[src/rtl/cpu86_mem_arbiter_if.sv]
`default_nettype none
// +--------------------------------------------------------------------------+
// | cpu86_mem_arbiter_if : request/response bus bundle for the memory arbiter|
// | Revision 1.0                                                             |
// +--------------------------------------------------------------------------+
interface cpu86_mem_arbiter_if;
   logic        s_axis_req0_tvalid;
   logic        s_axis_req0_tready;
   logic [63:0] s_axis_req0_tdata;
   logic        s_axis_req1_tvalid;
   logic        s_axis_req1_tready;
   logic [63:0] s_axis_req1_tdata;
   logic        m_axis_res0_tvalid;
   logic [31:0] m_axis_res0_tdata;
   logic        m_axis_res1_tvalid;
   logic [31:0] m_axis_res1_tdata;
   logic        m_axis_req_tvalid;
   logic        m_axis_req_tready;
   logic [63:0] m_axis_req_tdata;
   logic        s_axis_res_tvalid;
   logic [31:0] s_axis_res_tdata;
   logic        err_unexpected_res;

   // Arbiter side
   modport slave (
      input  s_axis_req0_tvalid, s_axis_req0_tdata,
      output s_axis_req0_tready,
      input  s_axis_req1_tvalid, s_axis_req1_tdata,
      output s_axis_req1_tready,
      output m_axis_res0_tvalid, m_axis_res0_tdata,
      output m_axis_res1_tvalid, m_axis_res1_tdata,
      output m_axis_req_tvalid, m_axis_req_tdata,
      input  m_axis_req_tready,
      input  s_axis_res_tvalid, s_axis_res_tdata,
      output err_unexpected_res
   );

   // Core / memory side
   modport master (
      output s_axis_req0_tvalid, s_axis_req0_tdata,
      input  s_axis_req0_tready,
      output s_axis_req1_tvalid, s_axis_req1_tdata,
      input  s_axis_req1_tready,
      input  m_axis_res0_tvalid, m_axis_res0_tdata,
      input  m_axis_res1_tvalid, m_axis_res1_tdata,
      input  m_axis_req_tvalid, m_axis_req_tdata,
      output m_axis_req_tready,
      output s_axis_res_tvalid, s_axis_res_tdata,
      input  err_unexpected_res
   );
endinterface
`default_nettype wire

[src/rtl/cpu86_mem_arbiter.sv]
`default_nettype none
// +--------------------------------------------------------------------------+
// | cpu86_mem_arbiter : round-robin merge of fetch/data requests with        |
// | in-order read-ID tracking for response routing. Revision 1.0             |
// +--------------------------------------------------------------------------+
module cpu86_mem_arbiter #(
   parameter int MAX_OUTSTANDING = 4,
   parameter int WE_BIT          = 63
) (
   input  logic                       clk,
   input  logic                       resetn,
   cpu86_mem_arbiter_if.slave         bus
);

   localparam int c_ptr_w = (MAX_OUTSTANDING > 1) ? $clog2(MAX_OUTSTANDING) : 1;
   localparam int c_cnt_w = c_ptr_w + 1;
   localparam logic [c_cnt_w-1:0] c_full = c_cnt_w'(MAX_OUTSTANDING);

   logic                       r_req_tvalid;
   logic [63:0]                r_req_tdata;
   logic                       r_res0_tvalid;
   logic [31:0]                r_res0_tdata;
   logic                       r_res1_tvalid;
   logic [31:0]                r_res1_tdata;
   logic                       r_err;
   logic                       r_last_grant;
   logic [MAX_OUTSTANDING-1:0] r_id_fifo;
   logic [c_ptr_w-1:0]         r_wr_ptr;
   logic [c_ptr_w-1:0]         r_rd_ptr;
   logic [c_cnt_w-1:0]         r_count;

   logic                       w_slot_free;
   logic                       w_fifo_full;
   logic                       w_fifo_empty;
   logic                       w_elig0;
   logic                       w_elig1;
   logic                       w_grant0;
   logic                       w_grant1;
   logic                       w_grant_any;
   logic [63:0]                w_grant_data;
   logic                       w_push;
   logic                       w_pop;
   logic                       w_head_id;

   assign w_slot_free  = !r_req_tvalid || bus.m_axis_req_tready;
   assign w_fifo_full  = (r_count == c_full);
   assign w_fifo_empty = (r_count == '0);

   // Writes never need an ID slot, so only reads are held off by a full FIFO
   assign w_elig0 = bus.s_axis_req0_tvalid && (bus.s_axis_req0_tdata[WE_BIT] || !w_fifo_full);
   assign w_elig1 = bus.s_axis_req1_tvalid && (bus.s_axis_req1_tdata[WE_BIT] || !w_fifo_full);

   assign w_grant0    = w_slot_free && w_elig0 && (!w_elig1 || r_last_grant);
   assign w_grant1    = w_slot_free && w_elig1 && (!w_elig0 || !r_last_grant);
   assign w_grant_any = w_grant0 || w_grant1;

   assign w_grant_data = w_grant1 ? bus.s_axis_req1_tdata : bus.s_axis_req0_tdata;
   assign w_push       = w_grant_any && !w_grant_data[WE_BIT];
   assign w_pop        = bus.s_axis_res_tvalid && !w_fifo_empty;
   assign w_head_id    = r_id_fifo[r_rd_ptr];

   always_ff @(posedge clk or negedge resetn) begin
      if (!resetn) begin
         r_req_tvalid  <= 1'b0;
         r_req_tdata   <= '0;
         r_res0_tvalid <= 1'b0;
         r_res0_tdata  <= '0;
         r_res1_tvalid <= 1'b0;
         r_res1_tdata  <= '0;
         r_err         <= 1'b0;
         r_last_grant  <= 1'b1;
         r_id_fifo     <= '0;
         r_wr_ptr      <= '0;
         r_rd_ptr      <= '0;
         r_count       <= '0;
      end else begin
         if (w_grant_any) begin
            r_req_tvalid <= 1'b1;
            r_req_tdata  <= w_grant_data;
            r_last_grant <= w_grant1;
         end else if (bus.m_axis_req_tready) begin
            r_req_tvalid <= 1'b0;
         end

         if (w_push) begin
            r_id_fifo[r_wr_ptr] <= w_grant1;
            r_wr_ptr            <= r_wr_ptr + c_ptr_w'(1);
         end

         r_res0_tvalid <= w_pop && !w_head_id;
         r_res1_tvalid <= w_pop && w_head_id;
         if (w_pop) begin
            r_rd_ptr <= r_rd_ptr + c_ptr_w'(1);
            if (w_head_id)
               r_res1_tdata <= bus.s_axis_res_tdata;
            else
               r_res0_tdata <= bus.s_axis_res_tdata;
         end

         if (bus.s_axis_res_tvalid && w_fifo_empty)
            r_err <= 1'b1;

         case ({w_push, w_pop})
            2'b10:   r_count <= r_count + c_cnt_w'(1);
            2'b01:   r_count <= r_count - c_cnt_w'(1);
            default: r_count <= r_count;
         endcase
      end
   end

   assign bus.s_axis_req0_tready = w_grant0;
   assign bus.s_axis_req1_tready = w_grant1;
   assign bus.m_axis_req_tvalid  = r_req_tvalid;
   assign bus.m_axis_req_tdata   = r_req_tdata;
   assign bus.m_axis_res0_tvalid = r_res0_tvalid;
   assign bus.m_axis_res0_tdata  = r_res0_tdata;
   assign bus.m_axis_res1_tvalid = r_res1_tvalid;
   assign bus.m_axis_res1_tdata  = r_res1_tdata;
   assign bus.err_unexpected_res = r_err;

endmodule
`default_nettype wire

[src/flat_wrapper.sv]
// flat-port wrapper written by rule: the top's interface ports become plain ports
module cpu86_mem_arbiter_flat 
#(
   parameter int MAX_OUTSTANDING = 4,
   parameter int WE_BIT          = 63
)
  (clk, resetn, bus_s_axis_req0_tvalid, bus_s_axis_req0_tdata, bus_s_axis_req0_tready, bus_s_axis_req1_tvalid, bus_s_axis_req1_tdata, bus_s_axis_req1_tready, bus_m_axis_res0_tvalid, bus_m_axis_res0_tdata, bus_m_axis_res1_tvalid, bus_m_axis_res1_tdata, bus_m_axis_req_tvalid, bus_m_axis_req_tdata, bus_m_axis_req_tready, bus_s_axis_res_tvalid, bus_s_axis_res_tdata, bus_err_unexpected_res);
  cpu86_mem_arbiter_if bus_i ();
  input  logic clk;
  input  logic resetn;
  input wire logic [$bits(bus_i.s_axis_req0_tvalid)-1:0] bus_s_axis_req0_tvalid;
  input wire logic [$bits(bus_i.s_axis_req0_tdata)-1:0] bus_s_axis_req0_tdata;
  output wire logic [$bits(bus_i.s_axis_req0_tready)-1:0] bus_s_axis_req0_tready;
  input wire logic [$bits(bus_i.s_axis_req1_tvalid)-1:0] bus_s_axis_req1_tvalid;
  input wire logic [$bits(bus_i.s_axis_req1_tdata)-1:0] bus_s_axis_req1_tdata;
  output wire logic [$bits(bus_i.s_axis_req1_tready)-1:0] bus_s_axis_req1_tready;
  output wire logic [$bits(bus_i.m_axis_res0_tvalid)-1:0] bus_m_axis_res0_tvalid;
  output wire logic [$bits(bus_i.m_axis_res0_tdata)-1:0] bus_m_axis_res0_tdata;
  output wire logic [$bits(bus_i.m_axis_res1_tvalid)-1:0] bus_m_axis_res1_tvalid;
  output wire logic [$bits(bus_i.m_axis_res1_tdata)-1:0] bus_m_axis_res1_tdata;
  output wire logic [$bits(bus_i.m_axis_req_tvalid)-1:0] bus_m_axis_req_tvalid;
  output wire logic [$bits(bus_i.m_axis_req_tdata)-1:0] bus_m_axis_req_tdata;
  input wire logic [$bits(bus_i.m_axis_req_tready)-1:0] bus_m_axis_req_tready;
  input wire logic [$bits(bus_i.s_axis_res_tvalid)-1:0] bus_s_axis_res_tvalid;
  input wire logic [$bits(bus_i.s_axis_res_tdata)-1:0] bus_s_axis_res_tdata;
  output wire logic [$bits(bus_i.err_unexpected_res)-1:0] bus_err_unexpected_res;
  assign bus_i.s_axis_req0_tvalid = bus_s_axis_req0_tvalid;
  assign bus_i.s_axis_req0_tdata = bus_s_axis_req0_tdata;
  assign bus_s_axis_req0_tready = bus_i.s_axis_req0_tready;
  assign bus_i.s_axis_req1_tvalid = bus_s_axis_req1_tvalid;
  assign bus_i.s_axis_req1_tdata = bus_s_axis_req1_tdata;
  assign bus_s_axis_req1_tready = bus_i.s_axis_req1_tready;
  assign bus_m_axis_res0_tvalid = bus_i.m_axis_res0_tvalid;
  assign bus_m_axis_res0_tdata = bus_i.m_axis_res0_tdata;
  assign bus_m_axis_res1_tvalid = bus_i.m_axis_res1_tvalid;
  assign bus_m_axis_res1_tdata = bus_i.m_axis_res1_tdata;
  assign bus_m_axis_req_tvalid = bus_i.m_axis_req_tvalid;
  assign bus_m_axis_req_tdata = bus_i.m_axis_req_tdata;
  assign bus_i.m_axis_req_tready = bus_m_axis_req_tready;
  assign bus_i.s_axis_res_tvalid = bus_s_axis_res_tvalid;
  assign bus_i.s_axis_res_tdata = bus_s_axis_res_tdata;
  assign bus_err_unexpected_res = bus_i.err_unexpected_res;
  cpu86_mem_arbiter #(.MAX_OUTSTANDING(MAX_OUTSTANDING), .WE_BIT(WE_BIT)) u_core (.clk(clk), .resetn(resetn), .bus(bus_i));
endmodule
[config.mk]
export PLATFORM = sky130hd
export DESIGN_NAME = cpu86_mem_arbiter_flat
export DESIGN_NICKNAME = d
export VERILOG_FILES = /design/src/rtl/cpu86_mem_arbiter_if.sv /design/src/rtl/cpu86_mem_arbiter.sv /design/src/flat_wrapper.sv
export SDC_FILE = /design/constraint.sdc
export NUM_CORES = 1
export LEC_CHECK = 0
export ABC_AREA = 0
export BUFFER_PORTS_ARGS = -buffer_cell sky130_fd_sc_hd__clkbuf_2
export CAP_MARGIN = 5
export CORE_MARGIN = 2
export CORE_UTILIZATION = 32
export CTS_CLUSTER_DIAMETER = 30
export DETAILED_ROUTE_END_ITERATION = 12
export SETUP_SLACK_MARGIN = 0.2
export SYNTH_ARGS = -nofsm -noshare
export SYNTH_HDL_FRONTEND = slang
export SYNTH_SLANG_ARGS = --single-unit
[constraint.sdc]
create_clock -name clk -period 2.75 [get_ports clk]
set_input_delay 0.1375 -clock clk [delete_from_list [all_inputs] [get_ports clk]]
set_output_delay 0.1375 -clock clk [all_outputs]
set_load 0.02 [all_outputs]
* Word-level counts from Yosys, hierarchy flattened
Cells that the tools add are included.
** Storage, ports and cells
- Bits of input ports :: 166
- Flip-flop bits (word level) :: 144
- Output and inout port bits :: 134
- Word-level logic and storage cells :: 63
** Cells by class
- Bitwise logic cells :: 1
- Reductions and logical operators :: 31
- Multiplexer cells :: 9
- Eq/ne operators :: 3
- $add $sub $neg :: 4
- Order comparisons :: 3
** Operators by type and width (number)
- $mux W64 :: 1
- $logic_and A1 B1 Y1 :: 12
- $logic_not A1 Y1 :: 8
- $logic_or A1 B1 Y1 :: 6
- $lt A2 B3 Y1 const B :: 2
- $pmux W3 S2 :: 1
- $add A2 B1 Y2 const B :: 2
- $bwmux W4 :: 1
- $mux W1 :: 4
- $reduce_and A2 Y1 :: 2
- $reduce_bool A2 Y1 :: 2
- $add A3 B1 Y3 const B :: 1
- $eq A3 B3 Y1 const B :: 1
- $logic_not A3 Y1 :: 1
- $sub A3 B1 Y3 const B :: 1
- $bmux W1 S2 :: 1
- $demux W1 S2 :: 1
- $eq A2 B1 Y1 const B :: 1
- $eq A2 B2 Y1 const B :: 1
- $ge A2 B1 Y1 const B :: 1
- $not A1 Y1 :: 1

* Logic depth before layout (Yosys ltp)
- Word-level depth :: 12
- Gate-level depth with buffers :: 9
- Mapped depth without buffers :: 9

* Worst setup path after synthesis
OpenSTA, ideal clock, no wires.
- Path kind :: reg-to-output
- Start point :: register u_core.r_req_tvalid (netlist: u_core.bus.m_axis_req_tvalid)
- End point :: output bus_s_axis_req0_tready
- Buffers on the path :: 2
- Required time :: 2612 ps
- Setup slack :: 566 ps
- Data arrival time :: 2046 ps
- Stages on the path, launching flop included :: 6
- Cells stage by stage :: dfrtp_1 > nor2b_1 > nor3b_1 > clkbuf_1 > clkbuf_1 > a21boi_0
** Between the ends
- Longest elaborated chain between the ends :: 4
** RTL lines
- start, declared :: line cpu86_mem_arbiter.sv:19 : logic r_req_tvalid;
- start signal, assigned :: line cpu86_mem_arbiter.sv:64 : r_req_tvalid <= 1'b0;
- start signal, assigned :: line cpu86_mem_arbiter.sv:78 : r_req_tvalid <= 1'b1;
- start signal, assigned :: line cpu86_mem_arbiter.sv:82 : r_req_tvalid <= 1'b0;
- $logic_not A1 Y1 :: line cpu86_mem_arbiter.sv:45 : assign w_slot_free = !r_req_tvalid || bus.m_axis_req_tready;
- $logic_or A1 B1 Y1 :: line cpu86_mem_arbiter.sv:45
- $logic_and A1 B1 Y1 (2 in series) :: line cpu86_mem_arbiter.sv:53 : assign w_grant0 = w_slot_free && w_elig0 && (!w_elig1 || r_last_grant);
- end, declared :: line flat_wrapper.sv:13 : output wire logic [$bits(bus_i.s_axis_req0_tready)-1:0] bus_s_axis_req0_tready;
No other way between the ends.

* Worst setup path after layout
- Start point :: register u_core.r_count[2]
- End point :: output bus_s_axis_req0_tready
** Between the ends
- Longest elaborated chain between the ends :: 7
- Elaborated cells on any way between the ends :: 10
- Classes of those cells :: eq/ne (1); reduce/logical (9)
** RTL lines
- start, declared :: line cpu86_mem_arbiter.sv:30 : logic [c_cnt_w-1:0] r_count;
- start signal, assigned :: line cpu86_mem_arbiter.sv:104 : 2'b10: r_count <= r_count + c_cnt_w'(1);
- start signal, assigned :: line cpu86_mem_arbiter.sv:105 : 2'b01: r_count <= r_count - c_cnt_w'(1);
- start signal, assigned :: line cpu86_mem_arbiter.sv:106 : default: r_count <= r_count;
- $eq A3 B3 Y1 (*) :: line cpu86_mem_arbiter.sv:46 : assign w_fifo_full = (r_count == c_full);
- $logic_not A1 Y1 (*) :: line cpu86_mem_arbiter.sv:50, cpu86_mem_arbiter.sv:51
- $logic_or A1 B1 Y1 :: line cpu86_mem_arbiter.sv:51 : assign w_elig1 = bus.s_axis_req1_tvalid && (bus.s_axis_req1_tdata[WE_BIT] || !w_fifo_full);
- $logic_and A1 B1 Y1 :: line cpu86_mem_arbiter.sv:51
- $logic_not A1 Y1 :: line cpu86_mem_arbiter.sv:53
- $logic_or A1 B1 Y1 :: line cpu86_mem_arbiter.sv:53
- $logic_and A1 B1 Y1 (*) :: line cpu86_mem_arbiter.sv:53
Mark *: on every way between the ends. The rest lies on a longest branch, timed or not.

==> summary.txt <==
Clocking
  – Post-CTS Setup Inserts: 0
  – Root cell of the clock tree: clkbuf_16
  – Worst-path clk slew: 0.06 ns
  – CTS Sinks: 144
  – Clk_lat worst skew: 0.42 ns
  – Maximum buffer depth of the clock tree: 2
  – CTS tree: built
  – TritonCTS buffer count: 17
  – # H-tree levels: 4

Power and ir drop
  – IR drop worst, VDD: 392.9 uV
  – Total power: 10.55 mW
  – Pleak: 4.658 nW
  – Pwr/cell area: 1030 nW/um2

Critical path
  – Crit path launch type: flop
  – Critical Path RT: 2.61 ns
  – CP Capture Type: output pin
  – Critical path origin: u_core.r_count[2]$_DFFE_PN0P_
  – Ordered list of cells on the worst path: nor4b_1 -> buf_4 -> nor3b_2 -> buf_6 -> a21boi_0 -> clkbuf_2
  – Slowest CP cell: dfrtp_1
  – Max incr delay on CP: 0.44 ns
  – CP Class: flop to output pin
  – Reg2reg start: u_core.r_last_grant$_DFFE_PN1P_
  – Crit Path Max Fanout: 27
  – Critical path arrival: 2.21 ns

Routing
  – Via density per instance: 5.085
  – Drt total wl: 22130 um
  – DRC: 0
  – Final ANT Viol Nets: 0
  – Via Count: 6565
  – WL/cell: approximately 17 um
  – 1st-pass router iterations: 5
  – DR iter-0 viols: 289

Synthesis
  – Synthesized instance count: 578
  – Primary FF master, synth: dfrtp_1
  – Post-synthesis net count: 750
  – Avg Synthesized Cell Area: 11.07 um2
  – Number of enable flip-flop cells after synthesis: 0
  – FF+latch count, synth: ~140
  – Synth Warn #: 0
  – Sequential share of the synthesized area: 56.36%
  – Mapped Area: 6396 um2
  – Async SR Flop Fraction: 100.0%
  – Netlist cell types: 38

STA
  – Final Critical Period: 2.347 ns
  – Clock Skews: between 0.004 and 0.005 ns
  – Hold Vio Cnt, Final: 0
  – Final setup vio count: 0
  – Worst-Margin Slew: 0.8608 ns
  – Tcrit/Tclk final: 85.34%
  – Unrepaired setup endpoints after global routing: false
  – Slew margin rel.: 42.61%
  – F_max: about 0.43 GHz
  – Post-Route Setup TNS: 0 ns
  – Slew Limit Fails: 0

Global routing
  – Grt total ovfl: 0
  – Most used routing layer: met2
  – Largest net degree at the start of global routing: 85
  – Vias in the first global route: 6819
  – Met2 Use GR: 35.17%
  – First-pass GRT wire length: 35680 um
  – Global-route met1 utilization: about 25%
  – Met3 usage: 5.643%
  – Initial antenna violation count: 1
  – GRT Total Usage: 20.79%

Place
  – Placed Instances: 1102
  – GP Congestion: 0.7956
  – Area post-placement: 8127 um2
  – DP HPWL: 13400 um
  – PortBufs: 299

Finish
  – Layout area overhead: 60.15%
  – Most common cell after layout, fill and taps aside: clkbuf_2
  – Commonest cells after routing, fill and taps aside: clkbuf_2 (298), dlygate4sd3_1 (156), dfrtp_1 (143)
  – Non-filler cells, final: 1291
  – Design Area, Final: 10240 um2
  – # nets final: 1184
  – Util after Layout: a little over half
  – Layout cells sized above 1: 41.17%

Floorplan
  – Initial Util: 32.76%
  – Die width: 145.4 um
  – Full die area: 21140 um2
  – Core footprint: 19530 um2
  – # IOs: 300
  – Die H: 145.4 um
  – # rows: about 50

Job
  – Max-Cap Viols: 0

Min path
  – Worst min path class: input pin to flop
  – Min-delay src: bus_s_axis_req1_tdata[61]

Status
  – Outcome: completed
[layer usage]
metal	wire, um	vias to the layer above
met1	8935	3158
met3	1722	52
met5	0	-
met2	10830	357
met4	646	0
li1	-	2998
[path summary, 6_finish.rpt]
check                                                          endpoint  slack, ns  cells past startpoint
max in group asynchronous  u_core.bus.m_axis_res1_tdata[10]$_DFFE_PN0P_       1.69                      3
min in group asynchronous  u_core.bus.m_axis_res1_tdata[20]$_DFFE_PN0P_       0.32                      2
max                                              bus_s_axis_req0_tready       0.40                      6
min                         u_core.bus.m_axis_req_tdata[61]$_DFFE_PN0P_       0.02                      3
max reg2reg                               u_core.r_count[2]$_DFFE_PN0P_       0.43                      9
min reg2reg                   u_core.bus.err_unexpected_res$_DFFE_PN0P_       0.46                      1
[worst max-delay path: cells and delay by family (launching register included)]
family	cells	cell delay [ns]
buf+inv	3	0.66
simple gates	2	0.45
compound gates	1	0.25
flops	1	0.44
[Yosys cell counts (all sizes together), types with 2 or more instances]
| cell | count | share of area (%) |
|---|---|---|
| nor2 | 4 | 0.23 |
| nor3b | 2 | 0.23 |
| ha | 5 | 0.98 |
| nand3 | 64 | 5.0 |
| xnor2 | 4 | 0.55 |
| or2 | 2 | 0.20 |
| nor2b | 2 | 0.20 |
| a21oi | 4 | 0.31 |
| and3 | 2 | 0.20 |
| nor3 | 64 | 5.0 |
| nand2b | 2 | 0.20 |
| a41oi | 4 | 0.55 |
| dfrtp | 143 | 56 |
| xor2 | 2 | 0.27 |
| a31oi | 64 | 6.3 |
| mux2 | 65 | 11 |
| clkbuf | 30 | 1.8 |
| nand2 | 3 | 0.18 |
| buf | 27 | 2.7 |
| inv | 9 | 0.53 |
| o21ai | 64 | 5.0 |
[power by group]
| group | total, mW | leakage, nW | internal [mW] | switching (mW) |
|---|---|---|---|---|
| clock | 2.19 | 0.251 | 1.18 | 1.01 |
| sequential | 3.64 | 1.66 | 3.08 | 0.564 |
| combinational | 4.72 | 2.75 | 1.93 | 2.79 |
| total | 10.5 | 4.66 | 6.19 | 4.36 |
[registers in the layout, indices dropped and copies added (netlist names)]
name and count:
u_core.r_last_grant 1, u_core.bus.m_axis_res1_tdata 32, u_core.r_count 3, u_core.r_wr_ptr 2
u_core.r_rd_ptr 2, u_core.bus.m_axis_req_tdata 64, u_core.bus.m_axis_req_tvalid 1, u_core.bus.m_axis_res1_tvalid 1
u_core.bus.err_unexpected_res 1, u_core.bus.m_axis_res0_tvalid 1, u_core.bus.m_axis_res0_tdata 32, u_core.r_id_fifo 4
[cell families (layout without fill, tap and decap cells)]
| group | after synthesis | after routing | synth area share [%] |
|---|---|---|---|
| flip-flops | 144 | 144 | 56.36 |
| adder cells (fa/ha/maj) | 6 | 6 | 1.291 |
| other | 0 | 1 | 0 |
| AO/OA/AOI/OAI | 140 | 140 | 12.58 |
| XOR/XNOR | 6 | 6 | 0.8216 |
| AND/OR/NAND/NOR | 149 | 149 | 11.99 |
| buffers and inverters | 66 | 513 | 5.008 |
| multiplexers | 67 | 67 | 11.95 |
[layout make-up]
type | instances | area (um2)
multi-input cells | 368 | 2501
inverters | 9 | 33.78
flip-flops and latches | 144 | 3605
repair buffers | 472 | 3221
clock inverters | 14 | 120.1
diodes | 1 | 2.502
clock buffers | 18 | 429.2
fillers | 1723 | 9283
well taps | 265 | 331.6
[per-stage QoR]
stage / setup slack, ns / hold slack [ns]
2_1_floorplan: 0.5664 / -0.1581
4_1_cts: 0.2805 / 0.008601
3_3_place_gp: 0.4955 / 0.2623
5_1_grt: 0.2744 / 0.03069
3_5_place_dp: 0.4586 / 0.2616
6_report: 0.4032 / 0.02173
[what timing repair did]
action / CTS / global route
endpoints found under the hold margin: 209 / 0
hold buffers: 156 / 0
gates resized for setup: 0 / 1
setup endpoints to repair: 0 / 1
(Power assumes the default switching activity.)
